--- config.mk ---
export PLATFORM = sky130hd
export DESIGN_NAME = pmem_rr_arbiter
export DESIGN_NICKNAME = d
export VERILOG_FILES = /design/src/rtl/pmem_rr_arbiter.sv
export SDC_FILE = /design/constraint.sdc
export NUM_CORES = 1
export LEC_CHECK = 0
export BUFFER_PORTS_ARGS = -buffer_cell sky130_fd_sc_hd__buf_2
export CORE_AREA = 3 3 661 663
export DETAILED_ROUTE_END_ITERATION = 12
export DIE_AREA = 0 0 664 666
export PLACE_DENSITY = 0.3
export SYNTH_ARGS = -nofsm -noshare
export SYNTH_HDL_FRONTEND = slang
export SYNTH_SLANG_ARGS = --single-unit
--- constraint.sdc ---
create_clock -name clk -period 13.67 [get_ports clk]
set_input_delay 2.0505 -clock clk [delete_from_list [all_inputs] [get_ports clk]]
set_output_delay 2.0505 -clock clk [all_outputs]
set_load 0.01 [all_outputs]
--- src/rtl/pmem_rr_arbiter.sv ---
`default_nettype none
// ============================================================================
// Module      : pmem_rr_arbiter
// Description : Round-robin arbiter sharing one cacheline-level physical
//               memory port among N_REQ cache-side requesters. One request is
//               latched per grant, driven to memory until pmem_resp, then the
//               completion is routed back and priority rotates.
// Revision    : 1.0 - initial release
// ============================================================================
module pmem_rr_arbiter #(
   parameter int N_REQ  = 3,
   parameter int ADDR_W = 32,
   parameter int LINE_W = 256
) (
   input  logic                         clk,
   input  logic                         rst,
   input  logic [N_REQ-1:0][ADDR_W-1:0] req_address,
   input  logic [N_REQ-1:0]             req_read,
   input  logic [N_REQ-1:0]             req_write,
   input  logic [N_REQ-1:0][LINE_W-1:0] req_wdata,
   output logic [LINE_W-1:0]            req_rdata,
   output logic [N_REQ-1:0]             req_resp,
   output logic [ADDR_W-1:0]            pmem_address,
   output logic                         pmem_read,
   output logic                         pmem_write,
   output logic [LINE_W-1:0]            pmem_wdata,
   input  logic [LINE_W-1:0]            pmem_rdata,
   input  logic                         pmem_resp,
   output logic [$clog2(N_REQ)-1:0]     grant_idx
);

   localparam int              c_GW   = $clog2(N_REQ);
   localparam logic [c_GW-1:0] c_LAST = c_GW'(N_REQ - 1);

   typedef enum logic [1:0] {
      S_IDLE = 2'd0,
      S_BUSY = 2'd1,
      S_DONE = 2'd2
   } state_t;

   state_t            r_state;
   state_t            w_state_nxt;
   logic              w_grant;
   logic              w_complete;

   logic [N_REQ-1:0]  w_valid;
   logic              w_any;
   logic [c_GW-1:0]   w_win;
   logic [c_GW-1:0]   w_cand;

   logic [c_GW-1:0]   r_last_grant;
   logic [c_GW-1:0]   r_grant_idx;
   logic [ADDR_W-1:0] r_pmem_address;
   logic [LINE_W-1:0] r_pmem_wdata;
   logic              r_pmem_read;
   logic              r_pmem_write;

   // A requester is asking when either op line is high; write dominates later.
   assign w_valid = req_read | req_write;
   assign w_any   = |w_valid;

   // Rotating search: walk candidates from farthest to nearest after the last
   // grant so the nearest valid one (first upward, with wrap) is kept last.
   always_comb begin
      w_win  = '0;
      w_cand = '0;
      for (int k = N_REQ; k >= 1; k--) begin
         w_cand = c_GW'((int'(r_last_grant) + k) % N_REQ);
         if (w_valid[w_cand]) begin
            w_win = w_cand;
         end
      end
   end

   // State register.
   always_ff @(posedge clk or posedge rst) begin
      if (rst) begin
         r_state <= S_IDLE;
      end else begin
         r_state <= w_state_nxt;
      end
   end

   // Next-state logic; DONE is a single dead cycle with no arbitration, and
   // pmem_resp outside BUSY is ignored.
   always_comb begin
      w_state_nxt = r_state;
      w_grant     = 1'b0;
      w_complete  = 1'b0;
      case (r_state)
         S_IDLE: begin
            if (w_any) begin
               w_state_nxt = S_BUSY;
               w_grant     = 1'b1;
            end
         end
         S_BUSY: begin
            if (pmem_resp) begin
               w_state_nxt = S_DONE;
               w_complete  = 1'b1;
            end
         end
         S_DONE: begin
            w_state_nxt = S_IDLE;
         end
         default: begin
            w_state_nxt = S_IDLE;
         end
      endcase
   end

   // Latch the winner and its operands on a grant; drop the op on completion.
   always_ff @(posedge clk or posedge rst) begin
      if (rst) begin
         r_last_grant   <= c_LAST;
         r_grant_idx    <= '0;
         r_pmem_address <= '0;
         r_pmem_wdata   <= '0;
         r_pmem_read    <= 1'b0;
         r_pmem_write   <= 1'b0;
      end else if (w_grant) begin
         r_last_grant   <= w_win;
         r_grant_idx    <= w_win;
         r_pmem_address <= req_address[w_win];
         r_pmem_wdata   <= req_wdata[w_win];
         r_pmem_write   <= req_write[w_win];
         r_pmem_read    <= ~req_write[w_win];
      end else if (w_complete) begin
         r_pmem_read    <= 1'b0;
         r_pmem_write   <= 1'b0;
      end
   end

   // Completion pulse goes to the current owner in the pmem_resp cycle.
   always_comb begin
      req_resp = '0;
      if (w_complete) begin
         req_resp[r_grant_idx] = 1'b1;
      end
   end

   assign req_rdata    = pmem_rdata;
   assign pmem_address = r_pmem_address;
   assign pmem_wdata   = r_pmem_wdata;
   assign pmem_read    = r_pmem_read;
   assign pmem_write   = r_pmem_write;
   assign grant_idx    = r_grant_idx;

endmodule
`default_nettype wire
==> tab_implementation.tex, run 1 <==
\begin{tabular}{lr}
\hline
Metric & Value \\
\hline
\multicolumn{2}{l}{\textbf{Worst setup path}} \\
Cell with the biggest individual delay on the critical path & sky130\_fd\_sc\_hd\_\_buf\_4 \\
WS Path Type & input port to flop \\
R2R Setup Slk & 9010 ps \\
Worst-path fanout max & 41 \\
Required time of the critical path & 14200 ps \\
Sort of element at the end of the critical path & flop \\
Biggest cell delay along the critical path & 740 ps \\
Cells along the critical path & buf\_2 -> nor2\_1 -> o22ai\_1 -> o21ai\_1 -> o221a\_4 -> buf\_4 -> buf\_4 -> mux2i\_1 -> o22ai\_1 \\
R2R cell count & 9 \\
Critical Path Start Type & input port \\
Worst r2r dst & pmem\_wdata[237]\$\_DFFE\_PP0P\_ \\
Signal arrival time at the worst endpoint & 5600 ps \\
R2R Path Start & r\_last\_grant[0]\$\_DFFE\_PP0P\_ \\
\multicolumn{2}{l}{\textbf{Timing}} \\
Worst Tran Pin Value & 1330 ps \\
Final critical-path share of the clock period & 37.0\% \\
Setup Skew & 40.6 ps \\
Count of endpoints failing setup in the final report & 0 \\
Minimum hold slack & 537 ps \\
Max-slew headroom & 11.2\% \\
Max-slew violation count & 0 \\
Sum Neg Setup Slack & 0 ps \\
Final min period & 5060 ps \\
Number of endpoints with negative hold slack in the final report & 0 \\
Setup repair after global routing missed its margin & no \\
Fmax & 0.197 GHz \\
\multicolumn{2}{l}{\textbf{Yosys}} \\
Cell type with the highest aggregate area in the netlist & sky130\_fd\_sc\_hd\_\_dfrtp\_1 \\
Combined area of all synthesized cells & 18400 um\^{}2 \\
Sequential element share of the synthesized area & 40.1\% \\
FFs w/ async S/R, synth & 100\% \\
Share of the synthesized area in the top cell type & 40.0\% \\
Dominant cells by area after synthesis & sky130\_fd\_sc\_hd\_\_dfrtp\_1 (40\%), sky130\_fd\_sc\_hd\_\_mux2i\_1 (11\%), sky130\_fd\_sc\_hd\_\_buf\_4 (11\%) \\
Synth Flop Type & sky130\_fd\_sc\_hd\_\_dfrtp\_1 \\
Net count after synthesis & 3244 \\
Mapped Cells & 2111 \\
Number of synthesized register bits & 295 \\
Most common cell in the synthesized netlist & sky130\_fd\_sc\_hd\_\_dfrtp\_1 \\
Number of enable-type register cells in the synthesized netlist & 0 \\
List of most frequent post-synthesis cells & sky130\_fd\_sc\_hd\_\_dfrtp\_1 (294), sky130\_fd\_sc\_hd\_\_a21oi\_1 (291), sky130\_fd\_sc\_hd\_\_buf\_4 (269), sky130\_fd\_sc\_hd\_\_nor2\_1 (210), sky130\_fd\_sc\_hd\_\_o22ai\_1 (208) \\
Post-synthesis average cell area & 8.71 um\^{}2 \\
Number of distinct library cells after synthesis & 42 \\
Count of synthesis-stage warnings from yosys & 0 \\
\multicolumn{2}{l}{\textbf{Status}} \\
Run status & complete, no violations \\
\multicolumn{2}{l}{\textbf{Power}} \\
Switch Pwr & 3.73 mW \\
Overall power of the completed layout & 7.10 mW \\
Sequential share of power & 22.9\% \\
Switch share & 52.5\% \\
Fraction of power consumed by the clock network & 20.0\% \\
Fraction of power consumed by combinational cells & 57.1\% \\
Static power due to leakage & 12.3 nW \\
Worst VDD drop & 0.222 mV \\
Power per standard cell area & 231 nW/um\^{}2 \\
Internal portion of total power & 3.37 mW \\
\multicolumn{2}{l}{\textbf{Global route}} \\
Remaining global-route overflow & 0 \\
Number of global-route vias before repair & 22100 \\
All-layer global routing usage & 11.6\% \\
First-pass GRT wire length & 318 mm \\
Antenna violations before repair & 401 \\
Maximum number of pins on one net before global-route repair & 144 \\
\multicolumn{2}{l}{\textbf{Clocking}} \\
Register clock-pin slew on the reported worst setup and hold paths & 50 ps \\
Postcts setup bufs & 0 \\
Hold bufs inserted after CTS & 0 \\
Clock tree root driver cell & sky130\_fd\_sc\_hd\_\_clkbuf\_16 \\
Clock buffers created by TritonCTS & 52 \\
Insertion delay to the later sink of the worst-skew pair & 730 ps \\
Largest buffer count on any clock path & 3 \\
Total number of clock tree sinks & 295 \\
Clock tree from TritonCTS & done \\
Count of cells resized by post-cts repair & 0 \\
Total number of H-tree levels & 2 \\
\multicolumn{2}{l}{\textbf{Routing}} \\
Final routed DRC violation total & 0 \\
DR pass1 iterations & 5 \\
Average vias per placed instance & 2.56 \\
Vias after detailed routing & 22500 \\
Routed length per instance & 30.4 um \\
Post-DRT Antenna Nets & 0 \\
Final Routed Wirelength & 267 mm \\
Initial DRC Count & 1451 \\
\multicolumn{2}{l}{\textbf{Finish}} \\
Fillers & 50800 \\
Layout area overhead & 67.1\% \\
Layout cells sized above 1 & 43.6\% \\
Cell area after layout & 30700 um\^{}2 \\
Non-filler cells, final & 8785 \\
Final nets & 4059 \\
\multicolumn{2}{l}{\textbf{Job}} \\
Max-cap violations & 0 \\
\multicolumn{2}{l}{\textbf{Placement}} \\
Post-place instance area & 28800 um\^{}2 \\
Global placement routability congestion & 0.900 \\
Placed cells & 8582 \\
Port-buffer cells & 1167 \\
HPWL after detailed placement & 235 mm \\
\multicolumn{2}{l}{\textbf{Floorplanning}} \\
Chip Height & 666 um \\
Horizontal die dimension & 664 um \\
Die area & 442000 um\^{}2 \\
Ports & 1680 \\
Starting density of the core & 4.27\% \\
FP Rows & 241 \\
Core Box Area & 431000 um\^{}2 \\
\multicolumn{2}{l}{\textbf{Hold path}} \\
Worst min-delay path startpoint & pmem\_wdata[94]\$\_DFFE\_PP0P\_ \\
Path type of the worst min-delay path & flop to flop \\
Hold Path Cell Cnt & 2 \\
Hold path endpoint & pmem\_wdata[94]\$\_DFFE\_PP0P\_ \\
\hline
\end{tabular}
## flip-flops by register name, indices dropped and copies added, names as in the netlist
register      count
grant_idx         1
pmem_address     32
pmem_read         1
pmem_wdata      256
pmem_write        1
r_last_grant      2
r_state           2
## per-layer routing
| layer | up-vias | routed length, um | track usage [%] |
|---|---|---|---|
| li1 | 9076 | - | - |
| met1 | 10700 | 94500 | 12.1 |
| met2 | 1648 | 128000 | 20.1 |
| met3 | 875 | 31600 | 5.93 |
| met4 | 176 | 11000 | 3.46 |
| met5 | - | 1210 | 0 |
## cell type report
type | count | area [um^2] | share of cell area [%]
Timing Repair Buffer | 1196 | 6120 | 19.9
Clock inverter | 26 | 284 | 0.924
Multi-Input combinational cell | 1377 | 8100 | 26.3
Sequential cell | 295 | 7380 | 24.0
Antenna cell | 110 | 275 | 0.895
Tap cell | 5710 | 7140 | 23.2
Clock buffer | 67 | 1420 | 4.61
Inverter | 4 | 22.5 | 0.0733
## power by group through the flow
stage / clock (mW) / combinational (mW) / sequential (mW)
after detailed placement: 0 / 4.24 / 1.64
after CTS: 1.52 / 4.25 / 1.63
after global placement: 0 / 4.23 / 1.62
final: 1.42 / 4.05 / 1.63
after global routing: 1.53 / 4.38 / 1.68
after floorplan: 0 / 2.07 / 1.78
## metrics by stage
step | setup slack [ps] | utilization, %
final | 8610 | 7.14
after global routing | 8460 | 7.10
after CTS | 8710 | 7.07
after detailed placement | 7850 | 6.68
after global placement | 7840 | 6.68
after floorplan | 3470 | -
## cells in the final DEF (no fill, tap or decap), types with 2 or more instances in the layout
cell type	netlist	final
sky130_fd_sc_hd__clkinvlp_4	0	5
sky130_fd_sc_hd__nor2_1	210	210
sky130_fd_sc_hd__inv_6	0	2
sky130_fd_sc_hd__a31oi_1	84	84
sky130_fd_sc_hd__a21oi_1	291	291
sky130_fd_sc_hd__a211o_1	2	2
sky130_fd_sc_hd__or3_1	83	83
sky130_fd_sc_hd__and3_1	4	3
sky130_fd_sc_hd__nand3b_1	2	2
sky130_fd_sc_hd__o21ai_0	85	85
sky130_fd_sc_hd__nor3_1	5	5
sky130_fd_sc_hd__o22ai_1	208	208
sky130_fd_sc_hd__buf_2	46	1167
sky130_fd_sc_hd__dfrtp_1	294	294
sky130_fd_sc_hd__clkinv_2	0	11
sky130_fd_sc_hd__buf_12	11	5
sky130_fd_sc_hd__clkbuf_16	0	52
sky130_fd_sc_hd__ha_1	4	4
sky130_fd_sc_hd__clkbuf_1	90	9
sky130_fd_sc_hd__inv_1	4	3
sky130_fd_sc_hd__clkbuf_8	0	6
sky130_fd_sc_hd__clkinv_4	0	2
sky130_fd_sc_hd__o21ai_1	2	2
sky130_fd_sc_hd__a211oi_1	2	2
sky130_fd_sc_hd__nand2_1	171	171
sky130_fd_sc_hd__bufinv_16	0	4
sky130_fd_sc_hd__buf_4	269	24
sky130_fd_sc_hd__diode_2	0	110
sky130_fd_sc_hd__mux2i_1	206	206
## worst max-delay path: cells and delay by family
family / cells / cell delay, ps
AO/OA/AOI/OAI: 4 / 1140
buffers and inverters: 3 / 1560
AND/OR/NAND/NOR: 1 / 360
multiplexers: 1 / 280
## kinds of logic after synthesis
family,count (synthesis),synth area share (%)
mux,206,11.2
buf+inv,439,16.1
simple gates,487,11.5
compound gates,680,20.8
flops,295,40.1
fa+ha+maj,4,0.272
## worst max path at each step
stage	slack, ps	from	cells after the start	endpoint
global route	8460	req_read[2]	9	pmem_wdata[210]$_DFFE_PP0P_
global placement	7840	req_read[2]	9	pmem_wdata[6]$_DFFE_PP0P_
floorplan	3470	rst	1	grant_idx[1]$_DFFE_PP0P_
detailed placement	7850	req_read[2]	9	pmem_wdata[6]$_DFFE_PP0P_
CTS	8710	req_read[2]	9	pmem_wdata[237]$_DFFE_PP0P_
finish	8610	req_read[2]	9	pmem_wdata[237]$_DFFE_PP0P_
(Power assumes the default switching activity.)
==> run 2: changes to the inputs <==
--- a/config.mk
+++ b/config.mk
@@ -6,10 +6,10 @@
 export NUM_CORES = 1
 export LEC_CHECK = 0
 export BUFFER_PORTS_ARGS = -buffer_cell sky130_fd_sc_hd__buf_2
-export CORE_AREA = 3 3 661 663
+export CORE_AREA = 3 3 650 652
 export DETAILED_ROUTE_END_ITERATION = 12
-export DIE_AREA = 0 0 664 666
-export PLACE_DENSITY = 0.3
+export DIE_AREA = 0 0 653 655
+export PLACE_DENSITY = 0.31
 export SYNTH_ARGS = -nofsm -noshare
 export SYNTH_HDL_FRONTEND = slang
 export SYNTH_SLANG_ARGS = --single-unit
==> constraint.sdc (replaced) <==
create_clock -name clk -period 4.4 [get_ports clk]
set_input_delay 0.66 -clock clk [delete_from_list [all_inputs] [get_ports clk]]
set_output_delay 0.66 -clock clk [all_outputs]
set_load 0.01 [all_outputs]
==> run 2 against run 1 <==
  * Clock power grew to 3.1 times the previous value
  * Power increased to 3.2 times the previous value
  * Flip-flop and latch count unchanged
  * Via count grew 1.0%
  * Critical path type is now flop to flop
  * Cell area increased by 0.40%
  * Critical endpoint is now pmem_wdata[207]$_DFFE_PP0P_
==> tab_implementation.tex, run 2 (same netlist as run 1, synthesis figures left out) <==
\begin{tabular}{lr}
\hline
Metric & Value \\
\hline
\multicolumn{2}{l}{\textbf{Timing}} \\
Minimum setup slack in the final design & 980 ps (-7630 ps) \\
Worst Tran Pin Value & 929 ps (-402 ps) \\
Max-slew headroom & 38.0\% (+27 points) \\
Setup Skew & 42.9 ps (+2.26 ps) \\
Max-slew violation count & 0 (unchanged) \\
Final critical-path share of the clock period & 77.7\% \\
Setup repair after global routing missed its margin & no \\
Count of endpoints failing setup in the final report & 0 (unchanged) \\
Number of endpoints with negative hold slack in the final report & 0 (unchanged) \\
Fmax & 0.292 GHz \\
Final min period & 3420 ps \\
\multicolumn{2}{l}{\textbf{Global route}} \\
Antenna violations before repair & 404 (+0.75\%) \\
Remaining global-route overflow & 0 (unchanged) \\
Maximum number of pins on one net before global-route repair & 117 (-19\%) \\
First-pass GRT wire length & 312 mm (-2.0\%) \\
Number of global-route vias before repair & 21900 (-1.1\%) \\
All-layer global routing usage & 11.8\% (+0.23 points) \\
\multicolumn{2}{l}{\textbf{Finish}} \\
Layout cells sized above 1 & 44.3\% (+0.72 points) \\
Most common cell after layout, fill and taps aside & sky130\_fd\_sc\_hd\_\_buf\_2 \\
Final nets & 4094 (+0.86\%) \\
Commonest cells after routing, fill and taps aside & sky130\_fd\_sc\_hd\_\_buf\_2 (1167), sky130\_fd\_sc\_hd\_\_dfrtp\_1 (294), sky130\_fd\_sc\_hd\_\_a21oi\_1 (291), sky130\_fd\_sc\_hd\_\_nor2\_1 (210), sky130\_fd\_sc\_hd\_\_o22ai\_1 (208) \\
Fillers & 49200 (-3.1\%) \\
Area of the multi-input gates & 8100 um\^{}2 (unchanged) \\
Layout area overhead & 67.8\% \\
Non-filler cells, final & 8569 (-2.5\%) \\
Area taken by flip-flops and latches & 7380 um\^{}2 (unchanged) \\
Flip-flop count of the largest register, all copies and words added & 256 (unchanged) \\
Cell area after layout & 30900 um\^{}2 (+0.40\%) \\
\multicolumn{2}{l}{\textbf{Routing}} \\
Vias after detailed routing & 22700 (+1.0\%) \\
Final Routed Wirelength & 264 mm (-1.2\%) \\
Wire length on met3 & 32.6 mm (+3.3\%) \\
Final routed DRC violation total & 0 (unchanged) \\
Average vias per placed instance & 2.65 (+3.6\%) \\
Top layer used by detailed routing & met5 \\
DR pass1 iterations & 5 (unchanged) \\
Routed wl met2 & 127 mm (-1.3\%) \\
Post-DRT Antenna Nets & 0 (unchanged) \\
Routed length per instance & 30.8 um (+1.3\%) \\
Initial DRC Count & 1692 (+17\%) \\
Post-Route M1 WL & 92.0 mm (-2.7\%) \\
\multicolumn{2}{l}{\textbf{Floorplanning}} \\
Ports & 1680 (unchanged) \\
Chip Height & 655 um (-1.7\%) \\
Starting density of the core & 4.41\% (+0.14 points) \\
FP Rows & 237 (-1.7\%) \\
Core Box Area & 417000 um\^{}2 (-3.2\%) \\
Die area & 428000 um\^{}2 (-3.3\%) \\
Horizontal die dimension & 653 um (-1.7\%) \\
\multicolumn{2}{l}{\textbf{Worst setup path}} \\
Signal arrival time at the worst endpoint & 3970 ps (-1630 ps) \\
WS Path Type & flop to flop \\
Sort of element at the end of the critical path & flop \\
Worst-path fanout max & 36 (-12\%) \\
Required time of the critical path & 4950 ps (-9250 ps) \\
Critical Path Start Type & flop \\
R2R Setup Slk & 980 ps (-8030 ps) \\
\multicolumn{2}{l}{\textbf{Clocking}} \\
Hold bufs inserted after CTS & 1 (+1) \\
Clock tree root driver cell & sky130\_fd\_sc\_hd\_\_clkbuf\_16 \\
Total number of clock tree sinks & 295 (unchanged) \\
Insertion delay to the later sink of the worst-skew pair & 720 ps (about the same) \\
Register clock-pin slew on the reported worst setup and hold paths & 60 ps (about the same) \\
Total number of H-tree levels & 2 (unchanged) \\
Postcts setup bufs & 0 (unchanged) \\
Count of cells resized by post-cts repair & 0 (unchanged) \\
Largest buffer count on any clock path & 3 (unchanged) \\
Clock tree from TritonCTS & done \\
Clock buffers created by TritonCTS & 49 (-5.8\%) \\
\multicolumn{2}{l}{\textbf{Placement}} \\
Placed cells & 8406 (-2.1\%) \\
Post-placement setup slack & 1000 ps (-6850 ps) \\
Port-buffer cells & 1167 (unchanged) \\
Post-place instance area & 29000 um\^{}2 (+0.64\%) \\
Global placement routability congestion & 0.861 (-4.4\%) \\
HPWL after detailed placement & 237 mm (+0.69\%) \\
\multicolumn{2}{l}{\textbf{Status}} \\
Run status & complete, no violations \\
\multicolumn{2}{l}{\textbf{Job}} \\
Max-cap violations & 0 (unchanged) \\
\multicolumn{2}{l}{\textbf{Power}} \\
Power per standard cell area & 727 nW/um\^{}2 (+210\%) \\
Worst VDD drop & 0.296 mV (+33\%) \\
Static power due to leakage & 12.6 nW (+2.0\%) \\
\multicolumn{2}{l}{\textbf{Hold path}} \\
Path type of the worst min-delay path & input port to flop \\
\hline
\end{tabular}
run 2: changes by cell type in the layout (fill, tap and decap cells not counted), sizes merged:
cell	change
dlygate4sd3	+1
buf	+37
inv	+1
bufinv	+3
clkinvlp	+1
diode	-36
clkinv	-6
clkbuf	-4
run 2: metrics by stage:
stage                     TNS (ps)  power, mW  utilization, %  hold slack, ps
after floorplan             -51830       12.0               -             458
after global placement           0       18.5            6.94             512
after detailed placement         0       18.5            6.94             524
after CTS                        0       23.3            7.36            52.7
after global routing             0       23.9            7.38             107
final                            0       22.4            7.40             185
run 2: worst paths after layout:
kind,startpoint,endpoint,cells past startpoint
min in group asynchronous,rst,pmem_wdata[250]$_DFFE_PP0P_,3
min,pmem_resp,r_state[0]$_DFFE_PP0P_,2
max in group asynchronous,rst,pmem_address[31]$_DFFE_PP0P_,4
max reg2reg,r_last_grant[0]$_DFFE_PP0P_,pmem_wdata[207]$_DFFE_PP0P_,9
min reg2reg,pmem_wdata[140]$_DFFE_PP0P_,pmem_wdata[140]$_DFFE_PP0P_,2
max,r_last_grant[0]$_DFFE_PP0P_,pmem_wdata[207]$_DFFE_PP0P_,9
run 2: worst max-delay path: stages (launching register included):
cell	delay (ps)
sky130_fd_sc_hd__dfrtp_1	420
sky130_fd_sc_hd__inv_1	130
sky130_fd_sc_hd__ha_1	600
sky130_fd_sc_hd__or3b_1	440
sky130_fd_sc_hd__nand3_2	130
sky130_fd_sc_hd__o221a_4	440
sky130_fd_sc_hd__buf_12	300
sky130_fd_sc_hd__buf_12	300
sky130_fd_sc_hd__mux2i_1	240
sky130_fd_sc_hd__o22ai_1	100
run 2: layer usage:
layer | global-route usage [%] | vias to the layer above
met2 | 20.4 | 1777
li1 | - | 9099
met3 | 6.44 | 923
met5 | 0.0453 | -
met4 | 3.52 | 166
met1 | 12.2 | 10800
run 2: power breakdown:
| part | internal, mW | switching, mW | leakage (nW) |
|---|---|---|---|
| registers | 4.11 | 0.974 | 3.41 |
| logic | 4.15 | 8.75 | 8.32 |
| clock network | 2.61 | 1.85 | 0.834 |
| total | 10.9 | 11.6 | 12.6 |
run 2: layout make-up:
cell class | count | area share (%)
multi-input combinational | 1377 | 26.2
clock buffer | 63 | 4.43
inverter | 4 | 0.0608
clock inverter | 25 | 1.15
tap | 5497 | 22.3
sequential | 295 | 23.9
antenna | 74 | 0.600
timing repair buffer | 1234 | 21.3
